$ cat src/rtl/clock_core_pkg.sv
// Shared types, field codes and the 24h-to-12h hour conversion for clock_core_param.
package clock_core_pkg;

  typedef logic [3:0] bcd_t;

  typedef enum logic [1:0] {
    RUN,
    EDIT_TIME,
    EDIT_ALARM
  } state_t;

  localparam logic [1:0] FLD_NONE = 2'd0;
  localparam logic [1:0] FLD_SEC  = 2'd1;
  localparam logic [1:0] FLD_MIN  = 2'd2;
  localparam logic [1:0] FLD_HOUR = 2'd3;

  typedef struct packed {
    bcd_t msd;
    bcd_t lsd;
    logic pm;
  } hour12_t;

  // 00 shows as 12 AM, 12 as 12 PM, 13..23 fold down by twelve.
  function automatic hour12_t to_12h(input bcd_t msd, input bcd_t lsd);
    logic [4:0] h;
    logic [4:0] h12;
    hour12_t    r;
    h = 5'(msd) * 5'd10 + 5'(lsd);
    if (h == 5'd0)
      h12 = 5'd12;
    else if (h > 5'd12)
      h12 = h - 5'd12;
    else
      h12 = h;
    r.pm  = (h >= 5'd12);
    r.msd = (h12 >= 5'd10) ? 4'd1 : 4'd0;
    r.lsd = (h12 >= 5'd10) ? 4'(h12 - 5'd10) : 4'(h12);
    return r;
  endfunction

endpackage

$ cat src/rtl/clock_core_bcd_mod_counter.sv
// Two-digit BCD counter wrapping modulo MOD (60 or 24); carry is a same-cycle wrap flag.
module bcd_mod_counter
  import clock_core_pkg::*;
#(
  parameter int unsigned MOD = 60
) (
  input  logic clk_i,
  input  logic rst_ni,
  input  logic inc_i,
  output bcd_t msd_o,
  output bcd_t lsd_o,
  output logic carry_o
);

  localparam bcd_t MAX_MSD = bcd_t'((MOD - 1) / 10);
  localparam bcd_t MAX_LSD = bcd_t'((MOD - 1) % 10);

  bcd_t msd_q, msd_d;
  bcd_t lsd_q, lsd_d;
  logic at_max;

  assign at_max  = (msd_q == MAX_MSD) && (lsd_q == MAX_LSD);
  assign carry_o = inc_i && at_max;
  assign msd_o   = msd_q;
  assign lsd_o   = lsd_q;

  always_comb begin
    msd_d = msd_q;
    lsd_d = lsd_q;
    if (inc_i) begin
      if (at_max) begin
        msd_d = '0;
        lsd_d = '0;
      end else if (lsd_q == 4'd9) begin
        lsd_d = '0;
        msd_d = msd_q + 4'd1;
      end else begin
        lsd_d = lsd_q + 4'd1;
      end
    end
  end

  always_ff @(posedge clk_i or negedge rst_ni) begin
    if (!rst_ni) begin
      msd_q <= '0;
      lsd_q <= '0;
    end else begin
      msd_q <= msd_d;
      lsd_q <= lsd_d;
    end
  end

endmodule

$ cat src/rtl/clock_core_param.sv
// HH:MM:SS BCD clock with prescaler, three-button edit FSM and 12/24h display.
// Define CLOCK_CORE_ALARM_EN to add the daily alarm (EDIT_ALARM state and AlarmOut).
module clock_core_param
  import clock_core_pkg::*;
#(
  parameter int unsigned CLK_HZ  = 50000000,
  parameter int unsigned SIM_DIV = 1
) (
  input  logic       CLK,
  input  logic       RST,
  input  logic       Mode12,
  input  logic       BtnMode,
  input  logic       BtnDigit,
  input  logic       BtnValue,
  output logic       Editing,
  output logic [1:0] EditField,
  output logic [3:0] HourMSD,
  output logic [3:0] HourLSD,
  output logic [3:0] MinMSD,
  output logic [3:0] MinLSD,
  output logic [3:0] SecMSD,
  output logic [3:0] SecLSD,
  output logic       PM,
`ifdef CLOCK_CORE_ALARM_EN
  output logic       AlarmOut,
`endif
  output logic       SecondTick
);

  localparam int unsigned TC = CLK_HZ / SIM_DIV - 1;
  localparam int unsigned CW = (TC > 0) ? $clog2(TC + 1) : 1;
  localparam logic [CW-1:0] TC_C = CW'(TC);

  state_t          state_q;
  logic [1:0]      fld_q;
  logic            editing_q;
  logic [CW-1:0]   cnt_q, cnt_d;
  logic            tick_q, tick_d;

  logic digit_p, value_p, run_tick;
  logic sec_inc, min_inc, hr_inc;
  logic sec_carry, min_carry, hr_carry;
  bcd_t sec_msd, sec_lsd, min_msd, min_lsd, hr_msd, hr_lsd;

  assign digit_p  = BtnDigit & ~BtnMode;
  assign value_p  = BtnValue & ~BtnMode & ~BtnDigit;
  assign run_tick = (state_q == RUN) && tick_q;

  // Entering edit clears the prescaler on the same edge, so no tick can land in an edit cycle.
  always_comb begin
    cnt_d  = '0;
    tick_d = 1'b0;
    if (state_q == RUN && !BtnMode) begin
      tick_d = (cnt_q == TC_C);
      cnt_d  = (cnt_q == TC_C) ? '0 : cnt_q + CW'(1);
    end
  end

  always_ff @(posedge CLK or negedge RST) begin
    if (!RST) begin
      cnt_q  <= '0;
      tick_q <= 1'b0;
    end else begin
      cnt_q  <= cnt_d;
      tick_q <= tick_d;
    end
  end

  assign SecondTick = tick_q;

  always_ff @(posedge CLK or negedge RST) begin
    if (!RST) begin
      state_q   <= RUN;
      fld_q     <= FLD_NONE;
      editing_q <= 1'b0;
    end else begin
      case (state_q)
        RUN: begin
          if (BtnMode) begin
            state_q   <= EDIT_TIME;
            fld_q     <= FLD_SEC;
            editing_q <= 1'b1;
          end
        end
        EDIT_TIME: begin
          if (BtnMode) begin
`ifdef CLOCK_CORE_ALARM_EN
            state_q   <= EDIT_ALARM;
            fld_q     <= FLD_MIN;
`else
            state_q   <= RUN;
            fld_q     <= FLD_NONE;
            editing_q <= 1'b0;
`endif
          end else if (digit_p) begin
            fld_q <= (fld_q == FLD_HOUR) ? FLD_SEC : fld_q + 2'd1;
          end
        end
`ifdef CLOCK_CORE_ALARM_EN
        EDIT_ALARM: begin
          if (BtnMode) begin
            state_q   <= RUN;
            fld_q     <= FLD_NONE;
            editing_q <= 1'b0;
          end else if (digit_p) begin
            fld_q <= (fld_q == FLD_MIN) ? FLD_HOUR : FLD_MIN;
          end
        end
`endif
        default: begin
          state_q   <= RUN;
          fld_q     <= FLD_NONE;
          editing_q <= 1'b0;
        end
      endcase
    end
  end

  assign Editing   = editing_q;
  assign EditField = fld_q;

  // Edit increments never carry; only running ticks ripple upward.
  always_comb begin
    sec_inc = run_tick;
    min_inc = run_tick && sec_carry;
    hr_inc  = run_tick && min_carry;
    if (state_q == EDIT_TIME && value_p) begin
      sec_inc = (fld_q == FLD_SEC);
      min_inc = (fld_q == FLD_MIN);
      hr_inc  = (fld_q == FLD_HOUR);
    end
  end

  bcd_mod_counter #(.MOD(60)) u_sec (
    .clk_i(CLK), .rst_ni(RST), .inc_i(sec_inc),
    .msd_o(sec_msd), .lsd_o(sec_lsd), .carry_o(sec_carry)
  );

  bcd_mod_counter #(.MOD(60)) u_min (
    .clk_i(CLK), .rst_ni(RST), .inc_i(min_inc),
    .msd_o(min_msd), .lsd_o(min_lsd), .carry_o(min_carry)
  );

  bcd_mod_counter #(.MOD(24)) u_hour (
    .clk_i(CLK), .rst_ni(RST), .inc_i(hr_inc),
    .msd_o(hr_msd), .lsd_o(hr_lsd), .carry_o(hr_carry)
  );

`ifdef CLOCK_CORE_ALARM_EN
  bcd_t al_min_msd, al_min_lsd, al_hr_msd, al_hr_lsd;
  logic al_min_carry, al_hr_carry;
  logic al_val, match, armed_q, match_q, alarm_q;
  logic unused_carries;

  assign al_val = (state_q == EDIT_ALARM) && value_p;

  bcd_mod_counter #(.MOD(60)) u_al_min (
    .clk_i(CLK), .rst_ni(RST), .inc_i(al_val && fld_q == FLD_MIN),
    .msd_o(al_min_msd), .lsd_o(al_min_lsd), .carry_o(al_min_carry)
  );

  bcd_mod_counter #(.MOD(24)) u_al_hour (
    .clk_i(CLK), .rst_ni(RST), .inc_i(al_val && fld_q == FLD_HOUR),
    .msd_o(al_hr_msd), .lsd_o(al_hr_lsd), .carry_o(al_hr_carry)
  );

  assign unused_carries = ^{hr_carry, al_min_carry, al_hr_carry};

  assign match = (state_q == RUN) && armed_q &&
                 ({hr_msd, hr_lsd} == {al_hr_msd, al_hr_lsd}) &&
                 ({min_msd, min_lsd} == {al_min_msd, al_min_lsd}) &&
                 ({sec_msd, sec_lsd} == 8'h00);

  // Rising edge of the match so a cleared alarm stays cleared for the rest of HH:MM:00.
  always_ff @(posedge CLK or negedge RST) begin
    if (!RST) begin
      armed_q <= 1'b0;
      match_q <= 1'b0;
      alarm_q <= 1'b0;
    end else begin
      match_q <= match;
      if (state_q == EDIT_ALARM && BtnMode)
        armed_q <= 1'b1;
      if (BtnMode || BtnDigit || BtnValue || (run_tick && sec_carry))
        alarm_q <= 1'b0;
      else if (match && !match_q)
        alarm_q <= 1'b1;
    end
  end

  assign AlarmOut = alarm_q;
`else
  logic unused_carries;
  assign unused_carries = hr_carry;
`endif

  bcd_t    dh_m, dh_l, dm_m, dm_l, ds_m, ds_l;
  hour12_t h12;

  always_comb begin
    dh_m = hr_msd;
    dh_l = hr_lsd;
    dm_m = min_msd;
    dm_l = min_lsd;
    ds_m = sec_msd;
    ds_l = sec_lsd;
`ifdef CLOCK_CORE_ALARM_EN
    if (state_q == EDIT_ALARM) begin
      dh_m = al_hr_msd;
      dh_l = al_hr_lsd;
      dm_m = al_min_msd;
      dm_l = al_min_lsd;
      ds_m = '0;
      ds_l = '0;
    end
`endif
    h12 = to_12h(dh_m, dh_l);
    if (Mode12) begin
      HourMSD = h12.msd;
      HourLSD = h12.lsd;
      PM      = h12.pm;
    end else begin
      HourMSD = dh_m;
      HourLSD = dh_l;
      PM      = 1'b0;
    end
    MinMSD = dm_m;
    MinLSD = dm_l;
    SecMSD = ds_m;
    SecLSD = ds_l;
  end

endmodule
$ cat config.mk
export PLATFORM = sky130hd
export DESIGN_NAME = clock_core_param
export DESIGN_NICKNAME = d
export VERILOG_FILES = /design/src/rtl/clock_core_pkg.sv /design/src/rtl/clock_core_bcd_mod_counter.sv /design/src/rtl/clock_core_param.sv
export SDC_FILE = /design/constraint.sdc
export NUM_CORES = 1
export LEC_CHECK = 0
export CAP_MARGIN = 0
export CORE_ASPECT_RATIO = 0.6
export CORE_MARGIN = 8
export CORE_UTILIZATION = 51
export DETAILED_ROUTE_END_ITERATION = 6
export PLACE_DENSITY = 0.76
export SLEW_MARGIN = 20
export SYNTH_ARGS = -nofsm -noshare
export SYNTH_HDL_FRONTEND = slang
export SYNTH_HIERARCHICAL = 1
export SYNTH_SLANG_ARGS = --single-unit
$ cat constraint.sdc
create_clock -name CLK -period 7.3 [get_ports CLK]
set_input_delay 0.73 -clock CLK [delete_from_list [all_inputs] [get_ports CLK]]
set_output_delay 0.73 -clock CLK [all_outputs]
set_load 0.02 [all_outputs]
==> impl_metrics.ini <==
[synthesis]
syn_area_sq_um = 3331
avgSynthCellArea_sq_um = 9.739
synth_nets = 373
yosysWarnings = 6
syn_inst = 342

[clock_network]
clk_latency_ps = 300
numCtsBuffers = 5
clk_pin_slew_ps = 100
cts_tree = yes
cts-htree-levels = 2
clock_path_buffers = 2
cts_hold_buf = 0
cts_sinks = 54
post_cts_resized = 0
cts_root_buf = clkbuf_8
post_cts_buffers = 0

[route]
drc = 0
wirelength_mm = 6.755
wl_per_cell_microns = 14.68
drt_iter0_drc = 235
postRouteAntennaNets = 0
first_pass_iters = 4
viasPerCell = 5.537
vias = 2547

[sta]
hold_viol = 0
fin_ws_ps = 2184
rsz0062_at_grt = no
fin_crit_ps = 5116
tightest_slew_ps = 775.7
period_share = 0.7008
clock_skew_ps = 12.57
slew_violations = 0
fmax_mhz = 195.5
fin_setup_tns_ps = 0
slew_headroom = 0.4816
finalSetupViolCount = 0

[grt]
grtUsageMet3 = 0.03071
grt_max_degree = 44
grt_pass1_vias = 2382
grt_overflow = 0
met2_usage = 0.2321
grt_antenna_before_repair = 0
grt_usage = 0.1440
grt_busiest_layer = met2
grt_use_met1 = 0.1996
grt_pass1_wl_mm = 11.37

[layout]
syn2layout_area_growth_pct = 15.82
drive_gt1_frac = 0.07979
register_area_sq_um = 1351
multi_input_area_sq_um = 1878
layout.nets = 407
nFillCells = 530
diodes = 0
layout_commonest_cell = dfrtp_1
mostFrequentLayoutCells = dfrtp_1 (54), nor2_1 (36), clkdlybuf4s50_1 (33)

[setup_path]
crit_chain = ha_1 -> ha_1 -> xor2_2 -> ha_1 -> nor3b_1 -> or3_4 -> a21oi_1 -> a21oi_1 -> inv_1 -> ha_1 -> inv_1 -> o211ai_2 -> a21o_2 -> a31oi_1 -> clkdlybuf4s50_1
cp_common_cell = ha_1
start_kind = flop
cp-endpoint = HourLSD[1]
cp_num_cells = 15
cp_num_buf_inv = 3
r2r_end = u_hour/lsd_o[2]
cp_slowest_cell = clkdlybuf4s50_1
end_kind = primary output
crit_type = flop to primary output
crit_family = adder cells
cp.arrival_ps = 4390
r2r_start = Editing
required_ps = 6570
crit_start = u_hour/msd_o[0]
rrSetupSlack_ps = 3790
cp_slowest_stage_delay_ps = 620
critical_path.max_fanout = 8
worst-r2r-cell-count = 11

[power]
power_density_nw_per_um2 = 259.4
p_comb_frac = 0.398
p_sw_w = 0.0003661
ir_drop_v = 0.0001485
swShare = 0.3658
p_leak_nw = 1.753
power_frac_seq = 0.401
internal-power_w = 0.0006345
clkPwrFrac = 0.201

[placed_design]
port_buffers = 34
dp_hpwl_mm = 5.113
pre_cts_ws_ps = 2528
gp_congestion = 0.8675

[die]
die_h_microns = 78.60
start_util = 0.5354
core-area_sq_um = 6221
die_area_sq_um = 9457
io_pins = 35
die_w_microns = 120.3
std_cell_rows = 22

[job]
maxCapViolations = 0

[hold_path]
min_path_type = input port to async pin

[outcome]
outcome = complete, no violations
## per-layer routing
metal / routed length, microns / up-vias
li1: - / 1277
met1: 3440 / 1237
met2: 3029 / 31
met3: 269 / 2
met4: 15 / 0
met5: 0 / -
## how the worst min path moves through the flow
stage	startpoint	to	slack [ps]	depth (start not counted)
2_1_floorplan	RST	EditField[0]	430	0
3_3_place_gp	cnt_q[0]	cnt_q[0]	510	1
3_5_place_dp	cnt_q[0]	cnt_q[0]	500	1
4_1_cts	RST	cnt_q[17]	280	1
5_1_grt	RST	cnt_q[23]	290	1
6_report	RST	cnt_q[19]	280	1
## layout make-up
class | instances | area share
clock buffers | 6 | 0.02141
flip-flops and latches | 54 | 0.3503
multi-input cells | 262 | 0.4869
clock inverters | 1 | 0.007785
well taps | 84 | 0.02725
repair buffers | 35 | 0.08887
inverters | 18 | 0.01752
## power by group through the flow
| stage | clock (W) | combinational (W) | sequential (W) |
|---|---|---|---|
| after floorplan | 0 | 0.000235 | 0.000423 |
| after global placement | 0 | 0.000388 | 0.000406 |
| after detailed placement | 0 | 0.000400 | 0.000408 |
| after CTS | 0.000206 | 0.000403 | 0.000402 |
| after global routing | 0.000218 | 0.000435 | 0.000413 |
| final | 0.000201 | 0.000398 | 0.000402 |
## sequential cells by signal, summed over array words and instances (netlist names)
register	cells
SecondTick	1
EditField	2
u_min/msd_o	4
u_sec/msd_o	4
u_sec/lsd_o	4
Editing	1
cnt_q	26
u_hour/lsd_o	4
u_min/lsd_o	4
u_hour/msd_o	4
## through the flow
stage               cells  hold slack, ps    util  instance area [sq um]  power [W]
floorplan             342           434.4       -                   3331  0.0006577
global placement      453           506.9  0.6020                   3745  0.0007939
detailed placement    453           503.9  0.6020                   3745  0.0008084
CTS                   460           282.0  0.6201                   3857   0.001012
global route          460           285.6  0.6201                   3857   0.001066
finish                460           275.2  0.6201                   3857   0.001001
## worst reg2reg max path, cell delays in order (launching register included)
cell and delay [ps]:
dfrtp_1 560, nor4bb_1 490, a21o_1 410, nand4b_4 160
nor2_1 180, a22o_1 360, nand4b_4 160, nor2_1 130
a22o_1 400, nand2_1 120, or2_2 290, o21ai_0 160
No activity file was read; power rests on OpenSTA's default activity.
